[src/rtl/tag_anc_pkg.sv]
// ============================================================================
// Module      : tag_anc_pkg
// Description : Shared state encodings and GPIO defaults for the tag RX
//               sequencing logic.
// Revision    : 1.0 - initial release
// ============================================================================
`default_nettype none

package tag_anc_pkg;

    typedef logic [1:0] rx_state_t;

    localparam rx_state_t c_st_init = 2'b00;
    localparam rx_state_t c_st_sync = 2'b01;
    localparam rx_state_t c_st_rx   = 2'b11;

    localparam int c_sync_gpio_bit_def  = 0;
    localparam int c_thres_gpio_bit_def = 4;

    // Output-enable mask with exactly the two given bit positions set.
    function automatic logic [31:0] gpio_bit_mask(input int bit_a, input int bit_b);
        return (32'd1 << bit_a) | (32'd1 << bit_b);
    endfunction

endpackage

`default_nettype wire

[src/rtl/tag_sync_gen.sv]
// ============================================================================
// Module      : tag_sync_gen
// Description : Sync-burst sample counter with polarity and rx_trig decode.
// Revision    : 1.0 - initial release
// ============================================================================
`default_nettype none

module tag_sync_gen #(
    parameter int CNT_WIDTH  = 16,
    parameter int TRIG_DELAY = 960
) (
    input  logic                 clk,
    input  logic                 reset_n,
    input  logic                 clear,
    input  logic                 load,
    input  logic                 advance,
    input  logic                 active,
    input  logic [CNT_WIDTH-1:0] nsyncp,
    input  logic [CNT_WIDTH-1:0] nsyncn,
    output logic [CNT_WIDTH:0]   count,
    output logic                 positive,
    output logic                 rx_trig,
    output logic                 last,
    output logic                 empty
);

    localparam logic [CNT_WIDTH+1:0] c_trig_delay = (CNT_WIDTH+2)'(TRIG_DELAY);

    logic [CNT_WIDTH-1:0] r_nsyncp;
    logic [CNT_WIDTH-1:0] r_nsyncn;
    logic [CNT_WIDTH:0]   r_count;
    logic [CNT_WIDTH:0]   w_total;
    logic [CNT_WIDTH+1:0] w_total_x;

    // Lengths are captured only on entry to a burst so that mid-burst
    // changes of the runtime inputs cannot reshape the waveform.
    always_ff @(posedge clk or negedge reset_n) begin
        if (!reset_n) begin
            r_nsyncp <= '0;
            r_nsyncn <= '0;
            r_count  <= '0;
        end else begin
            if (load) begin
                r_nsyncp <= nsyncp;
                r_nsyncn <= nsyncn;
            end
            if (clear || load) begin
                r_count <= '0;
            end else if (advance) begin
                r_count <= r_count + (CNT_WIDTH+1)'(1);
            end
        end
    end

    assign w_total   = {1'b0, r_nsyncp} + {1'b0, r_nsyncn};
    assign w_total_x = {1'b0, w_total};

    assign count    = r_count;
    assign empty    = (w_total == '0);
    assign last     = !empty && (r_count == w_total - (CNT_WIDTH+1)'(1));
    assign positive = (r_count < {1'b0, r_nsyncp});
    assign rx_trig  = active && (w_total_x > c_trig_delay) &&
                      ({1'b0, r_count} < (w_total_x - c_trig_delay));

endmodule

`default_nettype wire

[src/rtl/tag_rx_seq_ctrl.sv]
// ============================================================================
// Module      : tag_rx_seq_ctrl
// Description : Sequences sync-burst insertion and RX windows after preamble
//               detection; injects the sync waveform into the sample stream.
// Revision    : 1.0 - initial release
// ============================================================================
`default_nettype none

module tag_rx_seq_ctrl
    import tag_anc_pkg::*;
#(
    parameter int DATA_WIDTH     = 16,
    parameter int NCHAN          = 2,
    parameter int CNT_WIDTH      = 16,
    parameter int TMO_WIDTH      = 24,
    parameter int GPIO_REG_WIDTH = 12,
    parameter int SYNC_AMP       = 16384,
    parameter int TRIG_DELAY     = 960,
    parameter int SYNC_GPIO_BIT  = c_sync_gpio_bit_def,
    parameter int THRES_GPIO_BIT = c_thres_gpio_bit_def
) (
    input  logic                          clk,
    input  logic                          reset_n,
    input  logic                          run_rx,
    input  logic [CNT_WIDTH-1:0]          nsyncp,
    input  logic [CNT_WIDTH-1:0]          nsyncn,
    input  logic [3:0]                    nrounds,
    input  logic [TMO_WIDTH-1:0]          rx_timeout,
    input  logic [DATA_WIDTH-1:0]         scale_val,
    input  logic                          s_tvalid,
    input  logic [NCHAN*2*DATA_WIDTH-1:0] s_tdata,
    input  logic                          peak_tvalid,
    input  logic                          peak_stb,
    input  logic                          peak_thres,
    input  logic                          rx_sync_ready,
    output logic                          m_tvalid,
    output logic [NCHAN*2*DATA_WIDTH-1:0] m_tdata,
    output logic                          rx_valid,
    output logic                          rx_trig,
    output logic [DATA_WIDTH-1:0]         scale_out,
    output logic                          timeout_stb,
    output logic [GPIO_REG_WIDTH-1:0]     fp_gpio_out,
    output logic [GPIO_REG_WIDTH-1:0]     fp_gpio_ddr,
    output logic [1:0]                    rx_state,
    output logic [CNT_WIDTH:0]            sync_count
);

    localparam logic [DATA_WIDTH-1:0]     c_amp_pos  = DATA_WIDTH'(SYNC_AMP);
    localparam logic [DATA_WIDTH-1:0]     c_amp_neg  = DATA_WIDTH'(-SYNC_AMP);
    localparam logic [DATA_WIDTH-1:0]     c_scale_1  = DATA_WIDTH'(1);
    localparam logic [GPIO_REG_WIDTH-1:0] c_gpio_ddr =
        GPIO_REG_WIDTH'(gpio_bit_mask(SYNC_GPIO_BIT, THRES_GPIO_BIT));

    logic [1:0]                    r_state;
    logic [3:0]                    r_rounds_left;
    logic [TMO_WIDTH-1:0]          r_tmo_cnt;
    logic                          r_rx_valid;
    logic                          r_timeout_stb;
    logic [DATA_WIDTH-1:0]         r_scale;
    logic                          r_m_tvalid;
    logic [NCHAN*2*DATA_WIDTH-1:0] r_m_tdata;
    logic [GPIO_REG_WIDTH-1:0]     r_gpio;

    logic [1:0]                    w_next_state;
    logic                          w_load;
    logic                          w_enter_rx;
    logic                          w_timeout;
    logic                          w_in_sync;
    logic                          w_positive;
    logic                          w_sync_last;
    logic                          w_sync_empty;
    logic                          w_rx_trig;
    logic [CNT_WIDTH:0]            w_count;
    logic [TMO_WIDTH:0]            w_tmo_inc;
    logic [NCHAN*2*DATA_WIDTH-1:0] w_sync_word;
    logic [GPIO_REG_WIDTH-1:0]     w_gpio;

    assign w_in_sync = run_rx && (r_state == c_st_sync);
    assign w_tmo_inc = {1'b0, r_tmo_cnt} + (TMO_WIDTH+1)'(1);

    tag_sync_gen #(
        .CNT_WIDTH  (CNT_WIDTH),
        .TRIG_DELAY (TRIG_DELAY)
    ) u_sync_gen (
        .clk      (clk),
        .reset_n  (reset_n),
        .clear    (!run_rx),
        .load     (w_load),
        .advance  (w_in_sync && s_tvalid),
        .active   (w_in_sync),
        .nsyncp   (nsyncp),
        .nsyncn   (nsyncn),
        .count    (w_count),
        .positive (w_positive),
        .rx_trig  (w_rx_trig),
        .last     (w_sync_last),
        .empty    (w_sync_empty)
    );

    always_comb begin
        w_next_state = r_state;
        w_load       = 1'b0;
        w_enter_rx   = 1'b0;
        w_timeout    = 1'b0;
        if (!run_rx) begin
            w_next_state = c_st_init;
        end else begin
            case (r_state)
                c_st_init: begin
                    if (peak_tvalid && peak_stb) begin
                        w_next_state = c_st_sync;
                        w_load       = 1'b1;
                    end
                end
                c_st_sync: begin
                    if (w_sync_empty || (s_tvalid && w_sync_last)) begin
                        w_next_state = c_st_rx;
                        w_enter_rx   = 1'b1;
                    end
                end
                c_st_rx: begin
                    // A symbol-boundary exit takes priority over the timeout.
                    if (rx_sync_ready && peak_tvalid) begin
                        if (r_rounds_left != 4'd0) begin
                            w_next_state = c_st_sync;
                            w_load       = 1'b1;
                        end else begin
                            w_next_state = c_st_init;
                        end
                    end else if ((rx_timeout != '0) && s_tvalid &&
                                 (w_tmo_inc >= {1'b0, rx_timeout})) begin
                        w_next_state = c_st_init;
                        w_timeout    = 1'b1;
                    end
                end
                default: w_next_state = c_st_init;
            endcase
        end
    end

    always_ff @(posedge clk or negedge reset_n) begin
        if (!reset_n) begin
            r_state       <= c_st_init;
            r_rounds_left <= '0;
            r_tmo_cnt     <= '0;
            r_rx_valid    <= 1'b0;
            r_timeout_stb <= 1'b0;
            r_scale       <= c_scale_1;
        end else begin
            r_state       <= w_next_state;
            r_timeout_stb <= w_timeout;
            if (!run_rx) begin
                r_rounds_left <= '0;
                r_tmo_cnt     <= '0;
                r_rx_valid    <= 1'b0;
                r_scale       <= c_scale_1;
            end else begin
                case (r_state)
                    c_st_init: begin
                        r_scale <= (scale_val == '0) ? c_scale_1 : scale_val;
                        if (peak_tvalid) begin
                            r_rx_valid <= peak_stb;
                        end
                        if (w_load) begin
                            r_rounds_left <= (nrounds == 4'd0) ? 4'd0 : nrounds - 4'd1;
                        end
                    end
                    c_st_sync: begin
                        if (w_enter_rx) begin
                            r_tmo_cnt <= '0;
                        end
                    end
                    c_st_rx: begin
                        if (w_load) begin
                            r_rounds_left <= r_rounds_left - 4'd1;
                        end
                        if (s_tvalid) begin
                            r_tmo_cnt <= r_tmo_cnt + TMO_WIDTH'(1);
                        end
                        if (w_timeout) begin
                            r_rx_valid <= 1'b0;
                        end
                    end
                    default: ;
                endcase
            end
        end
    end

    // Each channel carries {I,Q} with Q in the low half.
    for (genvar c = 0; c < NCHAN; c++) begin : g_chan
        assign w_sync_word[c*2*DATA_WIDTH +: DATA_WIDTH] = '0;
        assign w_sync_word[c*2*DATA_WIDTH+DATA_WIDTH +: DATA_WIDTH] =
            w_positive ? c_amp_pos : c_amp_neg;
    end

    always_comb begin
        w_gpio                 = '0;
        w_gpio[SYNC_GPIO_BIT]  = (r_state == c_st_sync);
        w_gpio[THRES_GPIO_BIT] = peak_thres;
    end

    always_ff @(posedge clk or negedge reset_n) begin
        if (!reset_n) begin
            r_m_tvalid <= 1'b0;
            r_m_tdata  <= '0;
            r_gpio     <= '0;
        end else begin
            r_m_tvalid <= s_tvalid;
            r_m_tdata  <= w_in_sync ? w_sync_word : s_tdata;
            r_gpio     <= w_gpio;
        end
    end

    assign m_tvalid    = r_m_tvalid;
    assign m_tdata     = r_m_tdata;
    assign rx_valid    = r_rx_valid;
    assign rx_trig     = w_rx_trig;
    assign scale_out   = r_scale;
    assign timeout_stb = r_timeout_stb;
    assign fp_gpio_out = r_gpio;
    assign fp_gpio_ddr = c_gpio_ddr;
    assign rx_state    = r_state;
    assign sync_count  = w_count;

endmodule

`default_nettype wire

[config.mk]
export PLATFORM = sky130hd
export DESIGN_NAME = tag_rx_seq_ctrl
export DESIGN_NICKNAME = d
export VERILOG_FILES = /design/src/rtl/tag_anc_pkg.sv /design/src/rtl/tag_sync_gen.sv /design/src/rtl/tag_rx_seq_ctrl.sv
export SDC_FILE = /design/constraint.sdc
export NUM_CORES = 1
export LEC_CHECK = 0
export BUFFER_PORTS_ARGS = -buffer_cell sky130_fd_sc_hd__buf_2
export CAP_MARGIN = 20
export CORE_ASPECT_RATIO = 0.8
export CORE_UTILIZATION = 49
export DETAILED_ROUTE_END_ITERATION = 8
export PLACE_DENSITY = 0.78
export RECOVER_POWER = 100
export SKIP_CTS_REPAIR_TIMING = 1
export SYNTH_ARGS = -nofsm -noshare
export SYNTH_HDL_FRONTEND = slang
export SYNTH_HIERARCHICAL = 1
export SYNTH_SLANG_ARGS = --single-unit
export TNS_END_PERCENT = 30
[constraint.sdc]
create_clock -name clk -period 4.3 [get_ports clk]
set_input_delay 0.215 -clock clk [delete_from_list [all_inputs] [get_ports clk]]
set_output_delay 0.215 -clock clk [all_outputs]
set_load 0.01 [all_outputs]
==> impl_metrics.tcl, run 1 <==
set metrics [dict create \
    post-route-util_pct 66.5 \
    drive_gt1_share_pct 23.2 \
    synthArstFlopShare_pct 100 \
    design_area_um2 13400 \
    cts_sinks 164 \
    cp_max_fo 4 \
    cts-root-buf "clkbuf_16" \
    grt_max_degree 87 \
    final_cells 1697 \
    grt_pass1_vias 8440 \
    cts_tree "yes" \
    rsz0062_at_grt "true" \
    switching_share_pct 44.2 \
    synth-seq-cells 164 \
    synthesis.area_um2 10200 \
    hp-class "in -> reg" \
    startpoint_type "register" \
    finalSetupTns_ns -3.63 \
    start_util_pct 50.7 \
    mostFrequentLayoutCells "163 x dfrtp_1, 147 x buf_2, 105 x clkbuf_1" \
    place_hpwl_um 20800 \
    postSynthAreaPerCell_um2 9.57 \
    port_buffers 252 \
    period_minus_slack_ns 4.58 \
    cp-end-kind "output pin" \
    grt_usage_pct 25.7 \
    cts_buffers 17 \
    crit_required_ns 4.09 \
    dp_slack_ns -0.134 \
    maxSlewViolCount 80 \
    worstPathArrival_ns 4.36 \
    final_common_cell "dfrtp_1" \
    final_nets 1652 \
    criticalPathCategory "reg -> out" \
    fmax_mhz 219 \
    path_cells "ha_2, inv_1, fa_2, nand2b_4, a21oi_4, buf_4, o2111ai_2, and3b_2, nor2_4, a31oi_1, buf_4, xnor2_2, ha_1, o21a_1, o21ai_2, nand2b_1, a21oi_2, nor2b_1, o21ai_1, a31oi_1, o31ai_2, buf_2" \
    fin_skew_ns 0.0162 \
    row_count 46 \
    syn_inst 1064 \
    postPlaceCellArea_um2 12000 \
    grt_overflow 0 \
    status "finished with violations" \
    ios 275 \
    slew-limit-headroom_pct -27.2 \
    cts.clk_slew.worst_paths_ns 0.07 \
    drv_cap 1 \
    drt-total-wl_um 29700 \
    clk-insertion-delay-late_ns 0.44 \
    clock_power_share_pct 15.7 \
    drtAntennaViolNets 0 \
    combPwrFrac_pct 64.1 \
    die-area_um2 21400 \
    htreeDepth 4 \
    yosysWarningCount 6 \
    dr.max_layer_used "met4" \
    switchingPower_mw 4.37 \
    p_int_mw 5.52 \
    whs_ns -0.0135 \
    ir_worst_vdd_uv 624 \
    core_um2 20100 \
    critPathSlowestCell "dfrtp_1" \
    setup_violations 27 \
    antenna_found_initial 1 \
    finalCritPeriodShare_pct 106 \
    grt_first_pass_wirelength_um 42700 \
    met2_wirelength_um 14200 \
    power_mw 9.88 \
    path_buf_inv 4 \
    finalHoldViolations 8 \
    worst_pin_slew_ns 1.91 \
    vias 9316 \
    violations "negative hold slack, max-capacitance violations, max-slew violations, negative setup slack" \
    drcViolationCount 0 \
    wl_met3_um 2200 \
    die_h_um 131 \
    power_frac_seq_pct 20.3 \
    cpLargestDelayFamily "compound AO/OA/AOI/OAI gates" \
    ys_types 80 \
    cts_buffer_depth 2 \
    wire_per_inst_um 17.5 \
    placedCellCount 1597 \
    slowest_delay_ns 0.36 \
    power_density_nw_per_um2 739 \
    area_delta_synth_final_pct 31.2 \
    firstDrtPassIters 7 \
    cellLeakagePower_nw 6.42 \
    synth_edf_count 0 \
    wl_met1_um 12900 \
    viasPerCell 5.49 \
    yosysSeqAreaShare_pct 40.3 \
    ys.flop_type "dfrtp_1" \
    layout_setup_ws_ns -0.275 \
    fp.dieW_um 163 \
    drt_iter0_drc 756 \
    gp_congestion 0.916 \
]
==> area by class of cell <==
class,count,area (um^2)
fillers,1587,6720
multi-input cells,795,5860
flip-flops and latches,164,4110
repair buffers,370,2190
clock buffers,17,425
well taps,264,330
inverters,70,263
clock inverters,15,183
diodes,2,5.00
==> worst register-to-register path: cells and delay by family, from the launching register on <==
kind / cells / cell delay [ns]
compound gates: 12 / 2.54
fa+ha+maj: 3 / 0.72
buf+inv: 4 / 0.38
flops: 1 / 0.36
simple gates: 2 / 0.41
==> synth_stat cells (5+ instances only) <==
| library cell | n | area share (%) |
|---|---|---|
| and4_1 | 5 | 0.43 |
| o21ai_0 | 65 | 3.2 |
| xor2_1 | 38 | 3.3 |
| o2111ai_1 | 6 | 0.52 |
| nand3_1 | 26 | 1.3 |
| ha_1 | 85 | 10 |
| xnor2_1 | 31 | 2.7 |
| a21oi_1 | 46 | 2.3 |
| a21o_1 | 13 | 0.96 |
| dfrtp_1 | 163 | 40 |
| nor4_1 | 15 | 0.92 |
| o31ai_1 | 9 | 0.66 |
| nand4_1 | 19 | 1.2 |
| mux2_2 | 16 | 1.8 |
| o21a_1 | 9 | 0.66 |
| nor3_1 | 18 | 0.88 |
| nor2_1 | 72 | 2.7 |
| mux2i_1 | 18 | 1.8 |
| or3_1 | 9 | 0.55 |
| a22o_1 | 11 | 0.95 |
| buf_4 | 23 | 1.7 |
| inv_1 | 69 | 2.5 |
| clkbuf_1 | 24 | 0.88 |
| a31oi_1 | 9 | 0.55 |
| and2_1 | 66 | 4.1 |
| and3_1 | 11 | 0.68 |
| nand2b_1 | 15 | 0.92 |
| nand2_1 | 74 | 2.7 |
| nor2b_1 | 6 | 0.37 |
==> per-layer routing <==
layer / global-route usage (%) / vias to the layer above
li1: - / 4412
met3: 6.06 / 37
met4: 7.64 / 0
met5: 0 / -
met2: 39.8 / 392
met1: 35.7 / 4475
==> power by group through the flow <==
stage | Combinational (mW) | Sequential, mW | Clock (mW)
floorplan | 3.55 | 2.04 | 0
global placement | 5.15 | 1.99 | 0
detailed placement | 5.28 | 2.01 | 0
CTS | 5.40 | 1.98 | 1.58
global route | 6.87 | 2.03 | 1.64
finish | 6.33 | 2.00 | 1.55
==> worst paths after layout <==
check                                                   start                            endpoint  slack [ns]  cells past startpoint
min                                                 nsyncp[2]  u_sync_gen/r_nsyncp[2]$_DFFE_PN0P_       -0.01                      3
max reg2reg                u_sync_gen/r_nsyncp[0]$_DFFE_PN0P_             rx_state[0]$_DFFE_PN0P_       -0.20                     21
max in group asynchronous                             reset_n               m_tdata[33]$_DFF_PN0_        1.25                      3
max                        u_sync_gen/r_nsyncp[0]$_DFFE_PN0P_                             rx_trig       -0.28                     22
min reg2reg                u_sync_gen/r_nsyncn[4]$_DFFE_PN0P_  u_sync_gen/r_nsyncn[4]$_DFFE_PN0P_        0.52                      1
min in group asynchronous                             reset_n     u_sync_gen/count[5]$_DFFE_PN0P_        0.86                      2
==> registers in the layout, indices dropped and copies added, names as in the netlist <==
| register | count |
|---|---|
| fp_gpio_out | 2 |
| r_tmo_cnt | 24 |
| u_sync_gen/r_nsyncn | 16 |
| rx_valid | 1 |
| r_rounds_left | 4 |
| scale_out | 16 |
| m_tvalid | 1 |
| u_sync_gen/r_nsyncp | 16 |
| timeout_stb | 1 |
| u_sync_gen/count | 17 |
| m_tdata | 64 |
| rx_state | 2 |
==> kinds of logic (layout without fill, tap and decap cells) <==
kind of cell               Yosys count  in the layout  synth area share (%)
and+or+nand+nor                    369            369                  19.7
DFF                                164            164                  40.3
muxes                               34             34                  3.54
other                                2             24                0.0737
xor gates and xnor gates            70             70                  6.09
buffers and inverters              125            472                  5.65
AOI/OAI and AO/OA                  214            214                  14.0
adders and majority gates           86             86                  10.6
Power figures use the tool's default switching activity.
==> inputs of run 2 (changes only) <==
- CORE_UTILIZATION: 49 -> 50
- PLACE_DENSITY: 0.78 -> 0.77
- clock period: 4.3 -> 5.66 ns (I/O delays scaled with it)
==> run 2 against run 1 <==
  * The run ends with max-capacitance violations, max-slew violations left
  * Utilization fell by 5.9 points
  * Global-route usage hardly changed
  * Final cell count fell by 6.4%
  * Die area down 2.0%
  * Final area shrank 9.7%
  * Total power down 38%
  * Critical endpoint is now r_tmo_cnt[4]$_DFFE_PN0P_
  * Largest power group unchanged
==> impl_metrics.tcl, run 2 (same netlist as run 1, synthesis figures left out) <==
set metrics [dict create \
    cellLeakagePower_nw 5.82 \
    r2r_start "u_sync_gen/r_nsyncp[0]$_DFFE_PN0P_" \
    worstPathArrival_ns 5.69 \
    vias 8697 \
    maxSlewViolCount 155 \
    min_from "s_tdata[30]" \
    fmax_mhz 187 \
    largest_reg_flops 64 \
    slew-limit-headroom_pct -168 \
    die-area_um2 20900 \
    grt_overflow 0 \
    port_buffers 252 \
    area_delta_synth_final_pct 18.5 \
    regArea_um2 4110 \
    cp-end-kind "register" \
    cp_max_fo 21 \
    fp.dieW_um 162 \
    status "finished with violations" \
    hp-class "in -> reg" \
    cts-root-buf "clkbuf_16" \
    grt_first_pass_wirelength_um 42100 \
    power_mw 6.14 \
    post-route-util_pct 60.6 \
    grt_pass1_vias 8180 \
    cts_tree "yes" \
    cts_buffer_depth 2 \
    htreeDepth 4 \
    setup_violations 0 \
    ios 275 \
    finalSetupTns_ns 0 \
    cts_buffers 17 \
    drt-total-wl_um 26700 \
    cts_sinks 164 \
    wire_per_inst_um 16.8 \
    firstDrtPassIters 6 \
    finalHoldViolations 0 \
    criticalPathCategory "reg -> reg" \
    mostFrequentLayoutCells "163 x dfrtp_1, 145 x buf_2, 107 x clkbuf_1" \
    startpoint "u_sync_gen/r_nsyncp[0]$_DFFE_PN0P_" \
    row_count 46 \
    nFillCells 1745 \
    ir_worst_vdd_uv 279 \
    drv_cap 2 \
    final_common_cell "dfrtp_1" \
    worst_pin_slew_ns 4.01 \
    drtAntennaViolNets 0 \
    gp_congestion 0.883 \
    hold_depth 2 \
    power_density_nw_per_um2 509 \
    clk-insertion-delay-late_ns 0.44 \
    antenna_found_initial 3 \
    grt_usage_pct 25.6 \
    drt_iter0_drc 530 \
    place_hpwl_um 20300 \
    rsz0062_at_grt "false" \
    violations "max-capacitance violations, max-slew violations" \
    finalCritPeriodShare_pct 94.3 \
    cts.clk_slew.worst_paths_ns 0.07 \
    ff2ff_path_depth 19 \
    viasPerCell 5.48 \
    period_minus_slack_ns 5.34 \
    fin_skew_ns 0.0128 \
    crit_required_ns 6.01 \
    core_um2 19900 \
    start_util_pct 51.1 \
    drive_gt1_share_pct 17.2 \
    multi_input_area_um2 5570 \
    drcViolationCount 0 \
    final_nets 1543 \
    die_h_um 130 \
    startpoint_type "register" \
    grt_max_degree 86 \
]
[run 2: cell count changes in the layout (fill, tap and decap cells not counted), moves of 6 or more]
cell           previous run  this run
and2_0                    0        30
and2_1                   66        36
buf_4                    54         3
dlygate4sd3_1            57         2
nor3_1                   12        18
[run 2: metal layers]
metal | GRT usage, % | routed length [um]
met4 | 7.21 | 420
met5 | 0 | 0
met2 | 41.4 | 12600
met3 | 6.24 | 1890
met1 | 34.5 | 11800
[run 2: path summary, 6_finish.rpt]
| kind | endpoint | slack (ns) |
|---|---|---|
| max | r_tmo_cnt[4]$_DFFE_PN0P_ | 0.32 |
| min | m_tdata[30]$_DFF_PN0_ | 0.04 |
| max reg2reg | r_tmo_cnt[4]$_DFFE_PN0P_ | 0.32 |
| min reg2reg | u_sync_gen/r_nsyncn[14]$_DFFE_PN0P_ | 0.52 |
| max in group asynchronous | m_tdata[9]$_DFF_PN0_ | 0.97 |
| min in group asynchronous | u_sync_gen/count[6]$_DFFE_PN0P_ | 2.01 |
[run 2: worst max-delay path, cell delays in order (launching register included)]
cell and delay, ns:
dfrtp_1 0.37, ha_1 0.24, inv_1 0.07, fa_1 0.40
nand2b_1 0.20, a21oi_2 0.28, o41ai_1 0.16, or2_2 0.38
inv_1 0.14, ha_1 0.19, inv_1 0.07, o21ai_0 0.25
nor2_1 0.14, mux2i_1 0.13, or3b_2 0.50, a2111oi_2 0.44
nor2_1 0.12, or3_2 0.64, or3_2 0.47, o21ai_0 0.08
[run 2: cell type report]
type                    count  area share, %
well taps                 264           2.74
diodes                      2         0.0415
inverters                  70           2.18
flip-flops and latches    164           34.0
multi-input cells         795           46.2
clock buffers              18           3.64
repair buffers            261           9.95
clock inverters            14           1.26
[run 2: through the flow]
| step | worst slack [ns] | hold WS (ns) | std cells | cell area [um^2] |
|---|---|---|---|---|
| floorplan | 1.05 | -0.0126 | 1084 | 10300 |
| global placement | 0.435 | 0.393 | 1551 | 11600 |
| detailed placement | 0.257 | 0.395 | 1551 | 11600 |
| CTS | 0.182 | -0.0624 | 1583 | 12200 |
| global route | 0.0387 | 0.0233 | 1586 | 12100 |
| finish | 0.323 | 0.0389 | 1588 | 12100 |
[run 2: power breakdown]
group          internal, mW  total, mW  switching [mW]
logic                  1.38       3.47            2.09
registers              1.39       1.51           0.120
clock network         0.605       1.16           0.558
==> inputs of run 3 (changes only) <==
- CORE_UTILIZATION: 50 -> 25
- PLACE_DENSITY: 0.77 -> default
==> run 3 against run 2 <==
  * The flow still finishes with violations (max-capacitance violations, max-slew violations)
  * Utilization shrank 29 points
  * Clock power increased by 3%
  * Count of clock-buffer cells in the layout up 1
  * Final cell count rose by 17%
  * Die area rose by 98%
  * Routed wire length up 8.2%
  * Critical path type is now reg -> out
  * Largest power group unchanged
==> impl_metrics.tcl, run 3 (same netlist as run 1, synthesis figures left out) <==
set metrics [dict create \
    power_density_nw_per_um2 501 \
    criticalPathCategory "reg -> out" \
    ff2ff_path_depth 23 \
    place_hpwl_um 22400 \
    core_um2 39800 \
    drcViolationCount 0 \
    p_int_mw 3.45 \
    min_to "m_tdata[62]$_DFF_PN0_" \
    fmax_mhz 189 \
    min_from "s_tdata[62]" \
    viasPerCell 4.59 \
    antenna_found_initial 3 \
    rrSetupSlack_ns 0.45 \
    maxSlewViolCount 228 \
    worst_pin_slew_ns 2.85 \
    finalHoldViolations 0 \
    crit_required_ns 5.38 \
    drive_gt1_share_pct 17.3 \
    finalCritPeriodShare_pct 93.7 \
    cellLeakagePower_nw 5.84 \
    cts-root-buf "clkbuf_16" \
    die-area_um2 41600 \
    grt_max_degree 69 \
    rsz0062_at_grt "false" \
    ios 275 \
    grt_overflow 0 \
    drtAntennaViolNets 0 \
    drv_cap 4 \
    die_h_um 183 \
    finalSetupTns_ns 0 \
    clk-insertion-delay-late_ns 0.45 \
    port_buffers 252 \
    grt_first_pass_wirelength_um 45700 \
    final_common_cell "dfrtp_1" \
    wire_per_inst_um 15.5 \
    grt_usage_pct 14.0 \
    slew-limit-headroom_pct -90.3 \
    startpoint_type "register" \
    cts_sinks 164 \
    switching_share_pct 44.5 \
    area_delta_synth_final_pct 22.1 \
    row_count 65 \
    cp_max_fo 6 \
    htreeDepth 4 \
    fin_skew_ns 0.0184 \
    power_frac_seq_pct 24.1 \
    cts_buffers 17 \
    cts.clk_slew.worst_paths_ns 0.07 \
    nFillCells 4176 \
    status "finished with violations" \
    start_util_pct 25.6 \
    ir_worst_vdd_uv 247 \
    clock_power_share_pct 19.3 \
    cts_buffer_depth 2 \
    cp-end-kind "output pin" \
    worstPathArrival_ns 5.02 \
    period_minus_slack_ns 5.30 \
    rr_endpoint "r_tmo_cnt[21]$_DFFE_PN0P_" \
    firstDrtPassIters 5 \
    drt_iter0_drc 512 \
    largest_reg_flops 64 \
    final_nets 1548 \
    switchingPower_mw 2.77 \
    cts_tree "yes" \
    grt_pass1_vias 8460 \
    fp.dieW_um 228 \
    critPathSlowestCell "a31oi_1" \
    drt-total-wl_um 28800 \
    hold_depth 2 \
    slowest_delay_ns 0.40 \
    vias 8552 \
    mostFrequentLayoutCells "163 x dfrtp_1, 147 x buf_2, 111 x clkbuf_1" \
    hp-class "in -> reg" \
    violations "max-capacitance violations, max-slew violations" \
    combPwrFrac_pct 56.6 \
    gp_congestion 0.875 \
    setup_violations 0 \
    path_cells "ha_1, inv_1, fa_1, nand2b_1, a21oi_1, buf_4, o41ai_1, or2_2, inv_1, nor2_1, a31oi_1, xnor2_1, ha_1, o21a_1, o21ai_0, nand2b_1, a21oi_1, nor2b_1, o21ai_0, a31oi_1, o31ai_1, buf_4, buf_2" \
    whs_ns 0.0317 \
    r2r_start "u_sync_gen/r_nsyncp[0]$_DFFE_PN0P_" \
]
run 3: stage by stage:
step | power [mW] | utilization (%) | setup slack [ns] | cells | instance area [um^2]
CTS | 6.25 | 31.6 | 0.0991 | 1860 | 12600
detailed placement | 5.00 | 30.1 | 0.535 | 1828 | 12000
global route | 6.73 | 31.3 | 0.0201 | 1863 | 12400
floorplan | 4.18 | - | 1.05 | 1084 | 10300
global placement | 4.89 | 30.1 | 0.675 | 1828 | 12000
finish | 6.23 | 31.3 | 0.356 | 1864 | 12400
run 3: area by class of cell:
class / instances / area [um^2] / area share, %
Antenna cell: 1 / 2.50 / 0.0201
Clock buffer: 19 / 433 / 3.48
Clock inverter: 13 / 169 / 1.36
Inverter: 70 / 263 / 2.11
Multi-Input combinational cell: 795 / 5570 / 44.8
Sequential cell: 164 / 4110 / 33.0
Tap cell: 536 / 671 / 5.39
Timing Repair Buffer: 266 / 1220 / 9.81
run 3: routing by layer:
metal  GRT usage [%]  share of wire (%)  vias up
met5               0              0.069        -
met4            4.91                2.0        4
met3            2.93                5.1       28
met2            21.9                 46      223
met1            19.1                 47     4102
li1                -                  -     4195
run 3: worst max-delay path, delay by kind of cell, from the launching register on:
family / cells / cell delay, ns
compound gates: 9 / 1.63
fa+ha+maj: 3 / 0.96
xor+xnor: 1 / 0.14
simple gates: 5 / 0.78
flops: 1 / 0.37
buf+inv: 5 / 0.69
run 3: worst max-delay path by stage:
stage                                                  start  cells past startpoint                         to
after floorplan           u_sync_gen/r_nsyncp[0]$_DFFE_PN0P_                     19  r_tmo_cnt[10]$_DFFE_PN0P_
after global placement    u_sync_gen/r_nsyncp[0]$_DFFE_PN0P_                     22  r_tmo_cnt[21]$_DFFE_PN0P_
after detailed placement  u_sync_gen/r_nsyncp[0]$_DFFE_PN0P_                     22  r_tmo_cnt[21]$_DFFE_PN0P_
after CTS                 u_sync_gen/r_nsyncp[0]$_DFFE_PN0P_                     22                    rx_trig
after global routing      u_sync_gen/r_nsyncp[0]$_DFFE_PN0P_                     23  r_tmo_cnt[17]$_DFFE_PN0P_
final                     u_sync_gen/r_nsyncp[0]$_DFFE_PN0P_                     23                    rx_trig
run 3: power by group through the flow:
stage / registers (mW) / clock network, mW / logic, mW
floorplan: 1.55 / 0 / 2.63
global placement: 1.51 / 0 / 3.38
detailed placement: 1.52 / 0 / 3.48
CTS: 1.50 / 1.25 / 3.50
global route: 1.53 / 1.29 / 3.91
finish: 1.50 / 1.20 / 3.52
